[src/rtl/multibyte_add_seq.sv]
// Byte-serial wide add/subtract sequencer around one shared 8-bit full adder.
// Latency: done pulses NBYTES edges after the accepted start edge; one op per NBYTES+2 cycles.
// Backpressure: start is only sampled in IDLE; requests while busy are dropped, not queued.

// 8-bit ripple adder slice shared by the sequencer.
module fulladder8 (
   input  logic [7:0] a_i,
   input  logic [7:0] b_i,
   input  logic       cin_i,
   output logic [7:0] s_o,
   output logic       cout_o
);
   assign {cout_o, s_o} = {1'b0, a_i} + {1'b0, b_i} + {8'd0, cin_i};
endmodule

module multibyte_add_seq #(
   parameter int NBYTES = 4
) (
   input  logic                clk,
   input  logic                rst_n,
   input  logic                start,
   input  logic                op_sub,
   input  logic [8*NBYTES-1:0] a,
   input  logic [8*NBYTES-1:0] b,
   input  logic                cin,
   output logic                busy,
   output logic                done,
   output logic [8*NBYTES-1:0] sum,
   output logic                cout,
   output logic                ovf
);
   localparam int W  = 8 * NBYTES;
   localparam int IW = (NBYTES > 1) ? $clog2(NBYTES) : 1;
   localparam logic [IW-1:0] LAST_IDX = IW'(NBYTES - 1);

   typedef enum logic [1:0] {IDLE, RUN, DONE} state_t;

   state_t          state_q, state_d;
   logic [W-1:0]    a_q, a_d;
   // Holds the effective B operand: already inverted for subtract.
   logic [W-1:0]    b_q, b_d;
   logic            carry_q, carry_d;
   logic [IW-1:0]   idx_q, idx_d;
   logic [W-1:0]    sum_q, sum_d;
   logic            cout_q, cout_d;
   logic            ovf_q, ovf_d;
   logic            done_q, done_d;

   logic [7:0]      fa_a, fa_b, fa_s;
   logic            fa_cout;

   assign fa_a = a_q[8*idx_q +: 8];
   assign fa_b = b_q[8*idx_q +: 8];

   fulladder8 u_fa (
      .a_i    (fa_a),
      .b_i    (fa_b),
      .cin_i  (carry_q),
      .s_o    (fa_s),
      .cout_o (fa_cout)
   );

   assign busy = (state_q != IDLE);
   assign done = done_q;
   assign sum  = sum_q;
   assign cout = cout_q;
   assign ovf  = ovf_q;

   // Next-state logic: capture on start, one byte per RUN cycle, single-cycle DONE.
   always_comb begin
      state_d = state_q;
      a_d     = a_q;
      b_d     = b_q;
      carry_d = carry_q;
      idx_d   = idx_q;
      sum_d   = sum_q;
      cout_d  = cout_q;
      ovf_d   = ovf_q;
      done_d  = 1'b0;
      case (state_q)
         IDLE: begin
            if (start) begin
               a_d     = a;
               b_d     = op_sub ? ~b : b;
               // Subtract is a + ~b + 1, so the caller's cin is not used.
               carry_d = op_sub ? 1'b1 : cin;
               idx_d   = '0;
               state_d = RUN;
            end
         end
         RUN: begin
            sum_d[8*idx_q +: 8] = fa_s;
            carry_d             = fa_cout;
            if (idx_q == LAST_IDX) begin
               cout_d  = fa_cout;
               // Same-sign operands producing a different-sign result.
               ovf_d   = (a_q[W-1] == b_q[W-1]) && (fa_s[7] != a_q[W-1]);
               done_d  = 1'b1;
               state_d = DONE;
            end else begin
               idx_d = idx_q + 1'b1;
            end
         end
         DONE: begin
            state_d = IDLE;
         end
         default: begin
            state_d = IDLE;
         end
      endcase
   end

   // State registers with synchronous active-low reset overriding everything.
   always_ff @(posedge clk) begin
      if (!rst_n) begin
         state_q <= IDLE;
         a_q     <= '0;
         b_q     <= '0;
         carry_q <= 1'b0;
         idx_q   <= '0;
         sum_q   <= '0;
         cout_q  <= 1'b0;
         ovf_q   <= 1'b0;
         done_q  <= 1'b0;
      end else begin
         state_q <= state_d;
         a_q     <= a_d;
         b_q     <= b_d;
         carry_q <= carry_d;
         idx_q   <= idx_d;
         sum_q   <= sum_d;
         cout_q  <= cout_d;
         ovf_q   <= ovf_d;
         done_q  <= done_d;
      end
   end
endmodule

[config.mk]
export PLATFORM = sky130hd
export DESIGN_NAME = multibyte_add_seq
export DESIGN_NICKNAME = d
export VERILOG_FILES = /design/src/rtl/multibyte_add_seq.sv
export SDC_FILE = /design/constraint.sdc
export NUM_CORES = 1
export LEC_CHECK = 0
export CAP_MARGIN = 5
export CORE_MARGIN = 3
export CORE_UTILIZATION = 53
export CTS_BUF_LIST = sky130_fd_sc_hd__clkbuf_4 sky130_fd_sc_hd__clkbuf_8
export DETAILED_ROUTE_END_ITERATION = 6
export PLACE_DENSITY_LB_ADDON = 0.15
export SLEW_MARGIN = 25
export SYNTH_ARGS = -nofsm -noshare
export SYNTH_HDL_FRONTEND = slang
export SYNTH_SLANG_ARGS = --single-unit
export TNS_END_PERCENT = 50
[constraint.sdc]
create_clock -name clk -period 4.7 [get_ports clk]
set_clock_uncertainty 0.15 [all_clocks]
set_input_delay 0.94 -clock clk [delete_from_list [all_inputs] [get_ports clk]]
set_output_delay 0.94 -clock clk [all_outputs]
set_load 0.02 [all_outputs]
After elaboration in Yosys (flattened, before gate mapping) --
Index checks and enable logic that the tools add are counted.
Operators by class: eq/ne operators 7, $add $sub $neg 4, multipliers 0, bitwise gates (word level) 1, reduce and logical (&&, ||, !) cells 10, div/mod/pow operators 0, multiplexer cells 12, shift-type cells 4, magnitude comparators 0
Operators by type and width (number):
- 32-bit by 6-bit variable part select with 8-bit output | 2
- 5-bit negation with 34-bit output | 1
- 8-bit by 34-bit variable shift with 32-bit output, first input constant | 1
- 8-bit by 34-bit variable part select with 32-bit output | 1
- 32-bit bitwise mux | 1
- 32-bit 2-to-1 mux | 1
- 32-bit NOT | 1
- 2-bit AND reduction | 5
- 8-bit by 8-bit adder with 9-bit output | 1
- 9-bit by 1-bit adder with 9-bit output | 1
- 2-bit 2-to-1 mux | 4
- 2-bit case mux with 2 select lines | 2
- 2-bit inequality test, second input constant | 3
- 2-bit nonzero test | 2
- 1-bit 2-to-1 mux | 3
- 3-bit AND reduction | 1
- 2-bit by 1-bit adder with 2-bit output, second input constant | 1
- 2-bit by 1-bit equality test with 1-bit output, second input constant | 1
- 2-bit equality test, second input constant | 1
- 2-bit zero test | 1
- 1-bit case mux with 2 select lines | 1
- 1-bit equality test | 1
- 1-bit logical AND | 1
- 1-bit inequality test | 1
Storage, ports and cells: input port bits 69, ROM bits 0, RAM bits 0, register bits 104, memories kept 0, bits in latches 0, logic and storage cells 47, output and inout port bits 36

Logic depth before layout (Yosys ltp) --
Gate-level depths: netlist of the first run.
depth in word-level cells 5, gate-level depth with buffers 10, mapped depth without buffers 8

By module --
From an unflattened synthesis of the first run, not the netlist that was laid out.
Second synthesis, totals: cell total of the unflattened synthesis 509, area total of the unflattened synthesis 4748.3 um^2
Modules (own cells, without submodules):
- multibyte_add_seq | cells each 467, sequential area each 2082.0 um^2, area an instance 4416.7 um^2, instances 1
- fulladder8 | cells each 42, sequential area each 0.0 um^2, area an instance 331.6 um^2, instances 1

Worst setup path before layout of the first run --
Ideal clock, no wire load.
path type register to register, start register idx_q[1], end register sum_q[30] (netlist: sum[30]), stages on the path, launching flop included 11, buffers on the path 2, clock period less this slack 3.554 ns, setup time 0.119 ns, required time 4.431 ns, setup slack 1.146 ns, arrival 3.285 ns, path through dfxtp_1 buf_2 clkbuf_1 mux4_2 fa_1 fa_1 a211oi_1 nor3_1 or3b_2 a22oi_1 nor2b_1
On the way: cells in the longest elaborated chain, start to end 5, elaborated cells between the ends (all ways) 8, classes of those cells add/sub (3); shift (4); mux (1)
RTL lines:
- from (decl) | RTL line 43 | logic [IW-1:0] idx_q, idx_d;
- from (signal assigned) | RTL line 130 | idx_q <= idx_d;
- 32-bit by 6-bit variable part select with 8-bit output, on equally long branches | RTL line 52, 53
- 8-bit by 8-bit adder with 9-bit output | RTL line 13 | assign {cout_o, s_o} = {1'b0, a_i} + {1'b0, b_i} + {8'd0, cin_i};
- 9-bit by 1-bit adder with 9-bit output | RTL line 13
- 8-bit by 34-bit variable part select with 32-bit output | RTL line 92 | sum_d[8*idx_q +: 8] = fa_s;
- 32-bit bitwise mux (*) | RTL line 92
- to (signal assigned) | RTL line 131 | sum_q <= sum_d;
- to (decl) | RTL line 44 | logic [W-1:0] sum_q, sum_d;
Mark *: on every way between the ends. The rest lies on a longest branch, timed or not. A chain may end at the register's enable or synchronous reset.

Worst setup path after layout of the first run --
start register idx_q[0], end register sum_q[30] (netlist: sum[30])
The elaborated chain is that of the path after synthesis.

==> results.toml, run 1 <==
[clock_tree]
numCtsBuffers = 9
cts_setup_buffers = 0
clkLatencyLatePin_ns = 0.36
cts_resized = 0
cts_tree = "done"
cts_root_buf = "clkbuf_8"
cts_hold_buf = 0
clock-sinks = 104
h-tree-depth = 3
cts_buffer_depth = 2
path_clk_slew_ns = 0.10

[min_path]
hold_depth = 2
min_from = "a_q[12]$_SDFFE_PN0P_"
hold_path_class = "reg -> reg"
hold_path_end = "a_q[12]$_SDFFE_PN0P_"

[pwr]
power_switching_share_pct = 28.0
clkPwrFrac_pct = 29.6
ir_worst_vdd_v = 0.000194
comb_power_share_pct = 19.5
p_int_mw = 1.37
power_density_nw_per_um2 = 304
power_switching_mw = 0.532
seqPwrFrac_pct = 50.9
power.leakage_nw = 2.53

[die]
die_area_sq_um = 10600
io_pins = 105
dieWidth_um = 103
initial_utilization_pct = 55.7
num_rows = 34
core_area_sq_um = 8930
fp.dieH_um = 103

[yosys]
async_reset_ff_share_pct = 0
synth_edf_count = 0
yosysTopAreaCell = "dfxtp_1"
syn_area_sq_um = 4970
synth_top_area_share_pct = 41.9
synth.distinct_cells = 41
syn_area_per_cell_sq_um = 9.90
synth_seq_cells = 104
yosysSeqAreaShare_pct = 41.9
ys_top_cells_by_count = "104 x dfxtp_1, 100 x nand2_1, 34 x xnor2_1"
synth_area_leaders = "dfxtp_1 42%, nand2_1 7.5%, mux4_2 7.2%"
yosys_warnings = 0
syn_nets = 586
synth_ff_type = "dfxtp_1"
synth_cells = 502
synth.most_common_cell = "dfxtp_1"

[timing]
maxSlewViolCount = 0
setup_ws_ns = 0.955
slew_headroom_pct = 42.6
finalHoldViolCount = 0
period_share_pct = 79.7
finalSetupTns_ns = 0
setup_violations = 0
rsz0062_at_grt = "false"
layout_min_cycle_time_ns = 3.74
tightest_slew_ns = 0.861
fmax_mhz = 267

[drt]
first_iter_violations = 158
dr.pass1.iters = 4
wl_per_cell_um = 16.1
drc = 0
drtAntennaViolNets = 0
vias_per_cell = 5.62
wl_um = 11300
vias = 3931

[worst_setup_path]
worstPathArrival_ns = 3.84
r2r_cells = 8
critPathLaunchType = "flip-flop"
r2r_end = "sum[30]$_SDFFE_PN0P_"
crit_type = "reg -> reg"
cp_max_fo = 10
cp.required_ns = 4.80
rrSetupSlack_ns = 0.96
r2r-start = "idx_q[0]$_SDFFE_PN0P_"
crit_path_end_kind = "flip-flop"

[global_route]
antenna_found_initial = 1
grt_remaining_overflow = 0
grt_max_degree = 97
grt_pass1_wl_um = 18200
grt_pass1_vias = 3746
grt.total_usage_pct = 22.0

[placed_design]
dpl.hpwl_um = 8290
preCtsSetupSlack_ns = 0.941
place.gp.congestion = 0.847
portBuffers = 104

[cells_and_area]
final_layout_size_suffix_gt1_share_pct = 8.97
fillers = 717
syn_to_final_growth_pct = 25.6
antenna_cells = 0
fin_nets = 670

[flow_run]
drv_cap = 0

[run_status]
outcome = "complete, no violations"
[metal layers]
layer,global-route usage [%],wire length [um],up-vias
li1,-,-,1932
met1,29.8,4980,1874
met2,35.5,5470,108
met3,4.53,633,15
met4,7.37,194,2
met5,0,14,-
[area by class of cell]
type / count / area, sq um / share of cell area [%]
Clock buffer: 9 / 124 / 1.98
Clock inverter: 7 / 77.6 / 1.24
Inverter: 5 / 18.8 / 0.301
Multi-Input combinational cell: 358 / 2730 / 43.7
Sequential cell: 104 / 2080 / 33.3
Tap cell: 108 / 135 / 2.16
Timing Repair Buffer: 108 / 1080 / 17.2
[flip-flops by register name, summed over array words and instances, names as in the netlist]
| name | flops |
|---|---|
| carry_q | 1 |
| done | 1 |
| idx_q | 2 |
| b_q | 32 |
| state_q | 2 |
| a_q | 32 |
| cout | 1 |
| ovf | 1 |
| sum | 32 |
[how the worst max path moves through the flow]
stage | from | end | slack, ns | cells past startpoint
2_1_floorplan | idx_q[1]$_SDFFE_PN0P_ | sum[30]$_SDFFE_PN0P_ | 1.15 | 10
3_3_place_gp | idx_q[0]$_SDFFE_PN0P_ | sum[30]$_SDFFE_PN0P_ | 1.06 | 8
3_5_place_dp | idx_q[0]$_SDFFE_PN0P_ | sum[30]$_SDFFE_PN0P_ | 0.94 | 8
4_1_cts | idx_q[0]$_SDFFE_PN0P_ | sum[30]$_SDFFE_PN0P_ | 0.92 | 8
5_1_grt | idx_q[0]$_SDFFE_PN0P_ | sum[30]$_SDFFE_PN0P_ | 0.69 | 8
6_report | idx_q[0]$_SDFFE_PN0P_ | sum[30]$_SDFFE_PN0P_ | 0.96 | 8
[worst max-delay path, cell delays in order, from the launching register on]
cell      delay, ns
dfxtp_1        0.72
mux4_2         0.61
fa_1           0.47
fa_1           0.45
a211oi_1       0.38
nor3_1         0.10
or3b_2         0.51
a22oi_1        0.18
nor2b_1        0.06
[cells in the final DEF (no fill, tap or decap), types with 2 or more instances in the layout]
master	instances
xor2_1	2
mux4_2	16
xnor2_1	34
clkinv_4	2
nand2_2	4
nor4b_4	3
dfxtp_1	104
and2_1	5
clkbuf_8	9
a31oi_1	2
a21boi_0	32
nor2b_1	32
clkdlybuf4s50_1	102
or3b_2	2
a21o_1	2
inv_6	2
nand2_1	99
o21a_1	4
o211ai_1	2
o211a_1	32
nor3_1	3
nor3b_1	4
o21ai_0	6
nor2_1	6
a21oi_1	7
fa_1	2
nand2b_1	3
a22oi_1	30
and3_1	2
inv_1	5
buf_4	4
ha_1	13
[cell families (layout without fill, tap and decap cells)]
| logic type | count (synthesis) | in the layout | synth area share [%] |
|---|---|---|---|
| compound gates | 124 | 124 | 19.8 |
| simple gates | 167 | 167 | 17.3 |
| xor+xnor | 36 | 36 | 6.34 |
| buf+inv | 40 | 129 | 3.37 |
| fa+ha+maj | 15 | 15 | 4.08 |
| mux | 16 | 16 | 7.25 |
| flops | 104 | 104 | 41.9 |
[metrics by stage]
stage,utilization (%),instances,hold WS [ns],power (mW),instance area (sq um)
final,69.9,699,0.321,1.90,6240
after global routing,69.9,699,0.345,1.98,6240
after CTS,69.8,699,0.324,1.91,6240
after detailed placement,67.6,683,0.311,1.35,6040
after global placement,67.6,683,0.297,1.34,6040
after floorplan,-,502,0.290,1.22,4970
[power by group through the flow]
| stage | logic [mW] | clock network [mW] | registers (mW) |
|---|---|---|---|
| 2_1_floorplan | 0.244 | 0 | 0.974 |
| 3_3_place_gp | 0.358 | 0 | 0.985 |
| 3_5_place_dp | 0.367 | 0 | 0.986 |
| 4_1_cts | 0.371 | 0.569 | 0.966 |
| 5_1_grt | 0.405 | 0.601 | 0.972 |
| 6_report | 0.370 | 0.562 | 0.966 |
Note: power is estimated with default switching activity, not from simulation.
==> run 2, diff against run 1 <==
Clock period 4.7 ns to 3.7 ns, I/O delays scaled along.
==> run 2 against run 1 <==
Effect of this change:
- combinational power is 29% higher
- sequential share of layout area is 0.25 points lower
- clock power is 36% higher
- power is 30% higher
- critical path depth stayed put
- global-route usage is 0.12 points lower
- sequential power is 26% higher
- cell count is 0.57% higher
- routed wire length is 1.8% higher
- worst setup slack worse by 0.70 ns
- largest power group unchanged
==> results.toml, run 2 (synthesized netlist as in run 1, its figures left out) <==
[run_status]
outcome = "complete, no violations"

[timing]
rsz0062_at_grt = "false"
tightest_slew_ns = 0.652
slew_headroom_pct = 56.5
layout_min_cycle_time_ns = 3.45
period_share_pct = 93.1
fmax_mhz = 290
finalHoldViolCount = 0
maxSlewViolCount = 0
setup_violations = 0
whs_ns = 0.317
finalSetupTns_ns = 0

[die]
fp.dieH_um = 103
dieWidth_um = 103
initial_utilization_pct = 55.7
core_area_sq_um = 8930
num_rows = 34
io_pins = 105
die_area_sq_um = 10600

[cells_and_area]
postLayoutCoreUtil_pct = 70.4
antenna_cells = 0
fin_nets = 675
syn_to_final_growth_pct = 26.5
final_common_cell = "dfxtp_1"
mostFrequentLayoutCells = "104 x dfxtp_1, 102 x clkdlybuf4s50_1, 100 x nand2_1, 34 x xnor2_1"
final_layout_size_suffix_gt1_share_pct = 9.41

[global_route]
grt_pass1_wl_um = 18000
grt.total_usage_pct = 21.9
grt_remaining_overflow = 0
grt_max_degree = 67
grt_pass1_vias = 3705
antenna_found_initial = 0

[pwr]
ir_worst_vdd_v = 0.000220
power.leakage_nw = 2.56
power_density_nw_per_um2 = 392

[worst_setup_path]
cp_max_fo = 4
cp.required_ns = 3.80
crit_type = "reg -> reg"
crit_path_end_kind = "flip-flop"
worstPathArrival_ns = 3.54
critPathLaunchType = "flip-flop"

[drt]
first_iter_violations = 199
highest_layer = "met4"
wl_met3_um = 572
wl_um = 11500
vias = 3968
met1Wirelength_um = 5300
drc = 0
dr.pass1.iters = 5
wl_per_cell_um = 16.3
vias_per_cell = 5.64
dr_wl_met2_um = 5400
drtAntennaViolNets = 0

[clock_tree]
cts_hold_buf = 0
path_clk_slew_ns = 0.09
clock-sinks = 104
cts_tree = "done"
cts_root_buf = "clkbuf_8"
h-tree-depth = 3
clkLatencyLatePin_ns = 0.36
numCtsBuffers = 9
cts_buffer_depth = 2
cts_setup_buffers = 0
cts_resized = 0

[placed_design]
dpl.hpwl_um = 8510
place.gp.congestion = 0.915
portBuffers = 104

[flow_run]
drv_cap = 0

[min_path]
hold_path_class = "reg -> reg"
==> run 2: changes by cell type in the layout (fill, tap and decap cells not counted), sizes merged <==
cell and change:
buf +5, bufinv +1, clkbuf +1, clkinv -2
inv -1
==> run 2: where the power goes <==
part           switching [mW]  total, mW  internal (mW)
clock                   0.380      0.766          0.387
combinational           0.240      0.479          0.239
sequential             0.0406       1.22           1.18
total                   0.661       2.47           1.81
==> run 2: layer usage <==
layer  GRT usage [%]  vias up
met1            30.0     1887
li1                -     1944
met5               0        -
met3            3.99       17
met2            34.8      120
met4            8.07        0
==> run 2: cell type report <==
type                       count  area (sq um)
clock buffer                  10           131
clock inverter                 5          81.3
fill                         726          2640
inverter                       5          18.8
multi-input combinational    358          2730
sequential                   104          2080
tap                          108           135
timing repair buffer         113          1110
==> run 2: metrics by stage <==
stage | cells | worst slack (ns) | area (sq um) | total power, mW
CTS | 703 | 0.251 | 6290 | 2.48
global route | 703 | 0.0337 | 6290 | 2.57
global placement | 688 | 0.405 | 6070 | 1.71
detailed placement | 688 | 0.285 | 6070 | 1.73
finish | 703 | 0.254 | 6290 | 2.47
floorplan | 502 | 0.146 | 4970 | 1.55
==> run 2: final timing paths <==
kind	to	start	slack, ns	cells past startpoint
worst max-delay path	sum[22]$_SDFFE_PN0P_	idx_q[0]$_SDFFE_PN0P_	0.25	8
worst min-delay path	a_q[28]$_SDFFE_PN0P_	a_q[28]$_SDFFE_PN0P_	0.32	2
worst max register to register	sum[22]$_SDFFE_PN0P_	idx_q[0]$_SDFFE_PN0P_	0.25	8
worst min register to register	a_q[28]$_SDFFE_PN0P_	a_q[28]$_SDFFE_PN0P_	0.32	2
==> run 2: critical path, stage by stage (launching register included) <==
cell	delay (ns)
dfxtp_1	0.45
mux4_2	0.55
fa_1	0.48
fa_1	0.45
a211oi_1	0.40
nor3_1	0.10
or3b_2	0.51
a22oi_1	0.18
nor2b_1	0.07
